==> config.mk <==
export PLATFORM = sky130hd
export DESIGN_NAME = hamming_serial_rx
export DESIGN_NICKNAME = d
export VERILOG_FILES = /design/src/rtl/hamming_serial_rx.sv
export SDC_FILE = /design/constraint.sdc
export NUM_CORES = 1
export LEC_CHECK = 0
export BUFFER_PORTS_ARGS = -buffer_cell sky130_fd_sc_hd__buf_2
export CAP_MARGIN = 0
export CORE_ASPECT_RATIO = 1.25
export CORE_UTILIZATION = 33
export CTS_BUF_LIST = sky130_fd_sc_hd__clkbuf_4
export CTS_CLUSTER_SIZE = 24
export DETAILED_ROUTE_END_ITERATION = 8
export HOLD_SLACK_MARGIN = 0.05
export PLACE_DENSITY = 0.48
export SYNTH_ARGS = -nofsm -noshare
export SYNTH_HDL_FRONTEND = slang
export SYNTH_SLANG_ARGS = --single-unit
==> constraint.sdc <==
create_clock -name clk -period 3.1 [get_ports clk]
set_input_delay 0.155 -clock clk [delete_from_list [all_inputs] [get_ports clk]]
set_output_delay 0.155 -clock clk [all_outputs]
set_load 0.01 [all_outputs]
==> src/rtl/hamming_serial_rx.sv <==
// Serial Hamming(7,4) receiver.
// Shifts in a 7-bit codeword one bit per strobe, then decodes it from a hold
// register so the next frame can start shifting in on the decode edge.
// Single-bit errors are corrected. A frame is aborted if the gap between
// strobes grows too long.

module hamming_serial_rx #(
    parameter int M       = 4,   // data bits per codeword; only 4 is supported
    parameter int GAP_MAX = 16   // max idle cycles between strobes inside a frame
) (
    input  logic         clk,
    input  logic         reset,
    input  logic         shift,
    input  logic         frame_start,
    input  logic         bit_in,
    output logic [0:M-1] bits_out,
    output logic [2:0]   syndrome,
    output logic         valid,
    output logic         corrected,
    output logic         frame_err,
    output logic         busy
);

    localparam int N     = M + 3;
    localparam int GAP_W = $clog2(GAP_MAX + 1);

    // Bits 0..5 of the frame being received; bit 6 goes straight into hold_reg.
    logic [N-2:0]     shift_reg;
    // Complete codeword, indexed by Hamming position 1..7.
    logic [N:1]       hold_reg;
    logic [2:0]       cnt;
    logic             pending;
    // Idle cycles still allowed before the partial frame is dropped.
    logic [GAP_W-1:0] gap_left;

    logic [2:0]       syn_c;
    logic [N:1]       fixed_c;
    logic [0:M-1]     data_c;

    assign busy = (cnt != 3'd0);

    // Syndrome and single-bit correction of the held codeword.
    always_comb begin
        syn_c[0] = hold_reg[1] ^ hold_reg[3] ^ hold_reg[5] ^ hold_reg[7];
        syn_c[1] = hold_reg[2] ^ hold_reg[3] ^ hold_reg[6] ^ hold_reg[7];
        syn_c[2] = hold_reg[4] ^ hold_reg[5] ^ hold_reg[6] ^ hold_reg[7];
        fixed_c  = hold_reg;
        for (int p = 1; p <= N; p++) begin
            if (syn_c == 3'(p)) begin
                fixed_c[p] = ~hold_reg[p];
            end
        end
        data_c = {fixed_c[3], fixed_c[5], fixed_c[6], fixed_c[7]};
    end

    // Bit collection, gap timeout and registered decode outputs.
    always_ff @(posedge clk) begin
        if (reset) begin
            cnt       <= 3'd0;
            shift_reg <= '0;
            hold_reg  <= '0;
            pending   <= 1'b0;
            gap_left  <= '0;
            bits_out  <= '0;
            syndrome  <= 3'd0;
            valid     <= 1'b0;
            corrected <= 1'b0;
            frame_err <= 1'b0;
        end else begin
            valid     <= 1'b0;
            frame_err <= 1'b0;

            // Decode works only from hold_reg, so it never collides with
            // a new frame shifting in on the same edge.
            if (pending) begin
                bits_out  <= data_c;
                syndrome  <= syn_c;
                corrected <= (syn_c != 3'd0);
                valid     <= 1'b1;
                pending   <= 1'b0;
            end

            if (shift && frame_start) begin
                // A frame start always restarts silently, even mid-frame.
                shift_reg[0] <= bit_in;
                cnt          <= 3'd1;
                gap_left     <= GAP_W'(GAP_MAX - 1);
            end else if (shift && cnt != 3'd0) begin
                gap_left <= GAP_W'(GAP_MAX - 1);
                if (cnt == 3'd6) begin
                    hold_reg <= {bit_in, shift_reg};
                    cnt      <= 3'd0;
                    pending  <= 1'b1;
                end else begin
                    shift_reg[cnt] <= bit_in;
                    cnt            <= cnt + 3'd1;
                end
            end else if (!shift && cnt != 3'd0) begin
                if (gap_left == '0) begin
                    cnt       <= 3'd0;
                    gap_left  <= '0;
                    shift_reg <= '0;
                    frame_err <= 1'b1;
                end else begin
                    gap_left <= gap_left - 1'b1;
                end
            end
        end
    end

endmodule
# Word level (Yosys, flattened, before mapping)
# Cells that the tools add are included.
[word_totals]
regBits = 32
latchBits = 0
ramBits = 0
rom_bits = 0
input_bits = 5
elab_cells = 85
n_memories = 0
[classes]
add_sub_neg = 2
n_mul = 0
n_div = 0
n_lt_le_gt_ge = 2
n_eq_ne = 7
shift = 0
n_mux = 24
n_bitwise = 16
reduce_logical = 21
[ops]
columns = ["op", "count"]
rows = [
  ["$mux W6", 4],
  ["$eq A3 B3 Y1 const B", 4],
  ["$mux W3", 4],
  ["$mux W4", 3],
  ["$reduce_bool A3 Y1", 4],
  ["$mux W1", 10],
  ["$xor A1 B1 Y1", 9],
  ["$not A1 Y1", 7],
  ["$bwmux W6", 1],
  ["$reduce_and A3 Y1", 2],
  ["$reduce_or A3 Y1", 2],
  ["$logic_not A5 Y1", 1],
  ["$mux W5", 1],
  ["$sub A5 B1 Y5 const B", 1],
  ["$logic_and A1 B1 Y1", 4],
  ["$lt A3 B4 Y1 const B", 1],
  ["$reduce_and A2 Y1", 2],
  ["$reduce_and A4 Y1", 1],
  ["$reduce_bool A2 Y1", 2],
  ["$reduce_or A4 Y1", 1],
  ["$add A3 B1 Y3 const B", 1],
  ["$demux W1 S3", 1],
  ["$eq A3 B2 Y1 const B", 1],
  ["$ge A3 B1 Y1 const B", 1],
  ["4 further kinds", 4],
]

# Logic depth before layout (Yosys ltp)
[depth]
word_depth = 8
mapped_depth = 6

# Worst setup path after synthesis
# Ideal clock, no wire load.
[synth_timing]
path_kind = "register -> register"
start = "register hold_reg[5] (netlist name)"
end = "register bits_out[2] (netlist name)"
arrival_time_ps = 1513
t_required_ps = 3009
setup_slack_ps = 1496
stages_incl_launch_ff = 6
n_path_buf = 1
path_cell_list = "dfxtp_1 buf_8 xnor2_1 xnor2_1 or4_1 a311oi_1"
[synth_between]
elab_chain_cells = 5
elab_cells_between_ends = 7
cone_classes = "1 x eq/ne; 1 x mux; 5 x bitwise"
[synth_lines]
columns = ["element", "line_no", "rtl"]
rows = [
  ["start, declared", "30", "logic [N:1] hold_reg;"],
  ["start signal, assigned", "91", "hold_reg <= {bit_in, shift_reg};"],
  ["$xor A1 B1 Y1 (3 in a row)", "46", "syn_c[2] = hold_reg[4] ^ hold_reg[5] ^ hold_reg[6] ^ hold_reg[7];"],
  ["$eq A3 B3 Y1 (*)", "49", "if (syn_c == 3'(p)) begin"],
  ["$mux W1 (*)", "49", ""],
  ["end signal, assigned", "76", "bits_out <= data_c;"],
  ["end, declared", "16", "output logic [0:M-1] bits_out,"],
]
# Every way passes the cells marked *; elsewhere a longest branch is shown, timed or not.
# A chain may end at the register's enable or synchronous reset.

# Worst setup path after layout
[layout_timing]
start = "register gap_left[0]"
end = "register gap_left[2]"
[layout_between]
elab_chain_cells = 5
elab_cells_between_ends = 6
cone_classes = "1 x add/sub; 4 x mux; 1 x reduce/logical"
[layout_lines]
columns = ["element", "line_no", "rtl"]
rows = [
  ["start, declared", "34", "logic [GAP_W-1:0] gap_left;"],
  ["start signal, assigned", "87", "gap_left <= GAP_W'(GAP_MAX - 1);"],
  ["start signal, assigned", "89", "gap_left <= GAP_W'(GAP_MAX - 1);"],
  ["start signal, assigned", "105", "gap_left <= gap_left - 1'b1;"],
  ["$sub A5 B1 Y5 / $logic_not A5 Y1 (equally long branches)", "105, 99", ""],
  ["$mux W5 (*)", "99", "if (gap_left == '0) begin"],
  ["$mux W4 (*)", "98", "end else if (!shift && cnt != 3'd0) begin"],
  ["$mux W4 (*)", "88", "end else if (shift && cnt != 3'd0) begin"],
  ["$mux W4 (*)", "83", "if (shift && frame_start) begin"],
]
# Every way passes the cells marked *; elsewhere a longest branch is shown, timed or not. The select of a mux whose other input is x is not followed.

==> implementation parameters <==
Parameter                              Value

Worst setup path
  Data arrival, critical path ... roughly 2.1 ns
  Cell Chain, Critical Path ... inv_1, ha_1, nor4b_1, nand3_1, nand2b_1, a311oi_1
  Worst R2R Start ... gap_left[0]
  Kind of start point of the critical path ... register
  Worst R2R Path Depth ... 6
  RR Endpoint ... gap_left[2]
  Biggest cell delay along the critical path ... between 0.6 and 0.7 ns
  Start-to-end type of the worst setup path ... reg -> reg
  CP max FO ... 5
  Reg-to-reg slack, setup ... 1.21 ns
  Slowest CP cell ... sky130_fd_sc_hd__nor4b_1
  WP data required ... 3.32 ns
  Kind of end point of the critical path ... register

Clock tree
  Clock-pin slew on the worst setup and hold paths ... ~0.11 ns
  Buffer cell driving the clock tree root ... sky130_fd_sc_hd__clkbuf_4
  Clock H-tree levels ... 2
  TritonCTS sink count ... 32
  Max clock buf depth ... 2
  Hold Buf Count CTS ... 0
  TritonCTS clock tree ... done
  Clock insertion delay at the later pin of the skew report ... ~0.35 ns
  Cts bufs inserted ... 5
  CTS-repair resized insts ... 0
  Setup bufs post-CTS ... 0

Logic synthesis
  Library cell with the highest instance count after synthesis ... sky130_fd_sc_hd__dfxtp_1
  Number of warnings printed during yosys synthesis ... 0
  Largest family of logic cells by synthesized area ... simple AND/OR/NAND/NOR gates
  Count of state elements after synthesis ... 32
  Netlist area before placement ... 1580 sq um
  Synthesized-area fraction occupied by xor and xnor cells ... 0.0926
  Avg Cell Area, Syn ... between 8 and 9 sq um
  Post-Synth Adder-Cell Area ... 0.00791
  Leading cell types by total area after synthesis ... sky130_fd_sc_hd__dfxtp_1, sky130_fd_sc_hd__nor2_1, sky130_fd_sc_hd__xnor2_1
  Post-Synthesis Cells ... 178
  Number of distinct standard cells referenced by the synthesized netlist ... 41
  Most used flip-flop cell after synthesis ... sky130_fd_sc_hd__dfxtp_1
  Library cell with the largest summed area after synthesis ... sky130_fd_sc_hd__dfxtp_1
  Synth top area share ... 0.405
  Net Count, Synth ... approximately 180
  Portion of the post-synthesis area used by sequential elements ... 0.405
  Share of synthesized cell area in and, or, nand and nor gates ... 0.204
  Most used standard cells in the synthesized netlist ... sky130_fd_sc_hd__dfxtp_1, sky130_fd_sc_hd__nor2_1, sky130_fd_sc_hd__clkbuf_1
  Count of flip-flops with a built-in enable after synthesis ... 0
  Compound-gate portion of the synthesized area ... 0.191
  Fraction of registers with async set or reset after synthesis ... 0
  Multiplexer area fraction after synthesis ... 0.0514

Global route
  Vias in the first global route ... 1,256
  Overflow after GRT ... 0
  Antenna violations before repair ... 0
  Global-route wire length before repair ... roughly 5.7 mm
  Largest net degree at the start of global routing ... 31
  Total track usage ... 0.144

Worst hold path
  Path class of the lowest-slack min-delay path ... in -> reg
  Number of instances on the worst hold path ... 3
  Worst min-delay path endpoint ... shift_reg[0]
  Worst hold path startpoint ... bit_in

Power and ir drop
  Internal power component ... 0.000612 W
  Logic gate share of total power ... 0.079
  P_leak ... 0.699 nW
  Maximum ir drop on the vdd rail ... 0.000201 V
  Power per Cell Area ... about 470 nW/um^2
  Share of power burned in registers ... 0.524
  Switching pwr ... 0.000212 W
  Switching power as a share of total power ... 0.258
  Clock network fraction of design power ... 0.397

Timing
  Final min period ... 1.89 ns
  Slew of the pin with the lowest slew margin ... 0.727 ns
  Post-Route Setup TNS ... 0 ns
  Clock Skews ... 0.00958 ns
  Number of hold violations in the final report ... 0
  RSZ-0062 raised after global routing ... no
  Final Cycle Share ... 0.611
  Headroom to the max-slew limit ... 0.508
  Final number of setup-violating endpoints ... 0
  Final Max Slew Viols ... 0
  Maximum clock frequency ... 528 MHz

Die
  Floorplan die height ... 79.4 um
  Rows ... 27
  Number of placed I/O pins ... 16
  Die area ... 5080 sq um
  Die Width ... 63.9 um
  Floorplan Core Area ... 4490 sq um
  Starting utilization of the core area ... 0.352

Status
  Result of the run ... finished clean

Final layout
  Final antenna diode count ... 0
  Number of standard cells in the layout, taps in and fillers out ... around 250
  Max reg flops ... 7
  Fillcell total ... 469
  Area growth from synthesis to layout ... 10.6%
  Combined flip-flop and latch cell area ... 641 sq um
  Share of cells above drive strength 1 ... 0.149
  Net count of the finished layout ... about 190
  Area of the multi-input gates ... 866 sq um
  Post-route cell area ... 1750 sq um

Routing
  Final antenna-violating net count ... 0
  Routed len/inst ... between 10 and 15 um
  Detailed-routing iteration count for the pre-antenna-repair pass ... 4
  Detail-routed via count per cell ... 5.34
  Drt initial violations ... 53
  Routed WL ... 3.21 mm
  DRC violations left ... 0
  Vias after detailed routing ... 1,314

Placement
  Number of cells after detailed placement ... 238
  Number of port buffers ... 15
  DPL Wire Length ... 2.21 mm
  Post-Place Cell Area ... 1670 sq um
  GP Congestion ... 0.773

Job
  Max_cap viols ... 0
## layout by cell type, fill, tap and decap left out, types with 2 or more instances in the layout
cell type,instances
sky130_fd_sc_hd__xnor2_1,10
sky130_fd_sc_hd__nor2b_1,3
sky130_fd_sc_hd__or4_1,4
sky130_fd_sc_hd__o31ai_1,3
sky130_fd_sc_hd__a221oi_1,2
sky130_fd_sc_hd__nand3_1,4
sky130_fd_sc_hd__o311ai_0,2
sky130_fd_sc_hd__dfxtp_1,32
sky130_fd_sc_hd__nand2b_1,3
sky130_fd_sc_hd__nand2_1,7
sky130_fd_sc_hd__xor2_1,3
sky130_fd_sc_hd__buf_2,15
sky130_fd_sc_hd__nor3_1,3
sky130_fd_sc_hd__a21oi_1,9
sky130_fd_sc_hd__clkbuf_4,5
sky130_fd_sc_hd__inv_1,4
sky130_fd_sc_hd__nor2_1,27
sky130_fd_sc_hd__a21o_1,3
sky130_fd_sc_hd__a311oi_1,6
sky130_fd_sc_hd__a211oi_1,6
sky130_fd_sc_hd__nand4b_1,4
sky130_fd_sc_hd__o21ai_0,5
sky130_fd_sc_hd__a31oi_1,2
sky130_fd_sc_hd__mux2i_1,7
## cell families after synthesis
logic type | after synthesis
multiplexers | 8
AO/OA/AOI/OAI | 43
AND/OR/NAND/NOR | 62
adder cells (fa/ha/maj) | 1
flip-flops | 32
buffers and inverters | 17
XOR/XNOR | 15
## final cells by class
cell class / instances / share of cell area
multi-input combinational: 129 / 0.495
sequential: 32 / 0.366
timing repair buffer: 15 / 0.0429
tap: 58 / 0.0415
clock inverter: 3 / 0.0243
clock buffer: 5 / 0.0215
inverter: 4 / 0.00858
## critical path, delay by kind of cell (launching register included)
family | cells | cell delay (ns)
buffers and inverters | 1 | 0.07
and+or+nand+nor | 3 | 1.06
DFF | 1 | 0.36
adders and majority gates | 1 | 0.20
AOI/OAI and AO/OA | 1 | 0.08
## per-layer routing
layer  wire length (um)  GRT usage
met4                 72     0.0727
met2               1520      0.239
met1               1480      0.167
met5                  0          0
met3                138     0.0443
## worst max-delay path by stage
stage           startpoint            to  cells past startpoint
2_1_floorplan  hold_reg[5]   bits_out[2]                      5
3_3_place_gp   gap_left[0]  shift_reg[5]                      6
3_5_place_dp   gap_left[0]  shift_reg[5]                      6
4_1_cts        gap_left[0]  shift_reg[5]                      6
5_1_grt        gap_left[0]        cnt[1]                      6
6_report       gap_left[0]   gap_left[2]                      6
## power by group through the flow
| stage | Combinational, W | Sequential, W | Clock (W) |
|---|---|---|---|
| after floorplan | 0.0000524 | 0.000435 | 0 |
| after global placement | 0.0000633 | 0.000440 | 0 |
| after detailed placement | 0.0000646 | 0.000441 | 0 |
| after CTS | 0.0000651 | 0.000432 | 0.000340 |
| after global routing | 0.0000738 | 0.000434 | 0.000360 |
| final | 0.0000651 | 0.000432 | 0.000327 |
## stage by stage
step,util,total power (W),hold WS (ns),setup WS (ns)
2_1_floorplan,-,0.000487,0.271,1.50
3_3_place_gp,0.371,0.000503,0.468,1.32
3_5_place_dp,0.371,0.000505,0.460,1.27
4_1_cts,0.389,0.000837,0.0859,1.23
5_1_grt,0.389,0.000868,0.0952,1.00
6_report,0.389,0.000824,0.0989,1.21
(Power assumes the default switching activity.)
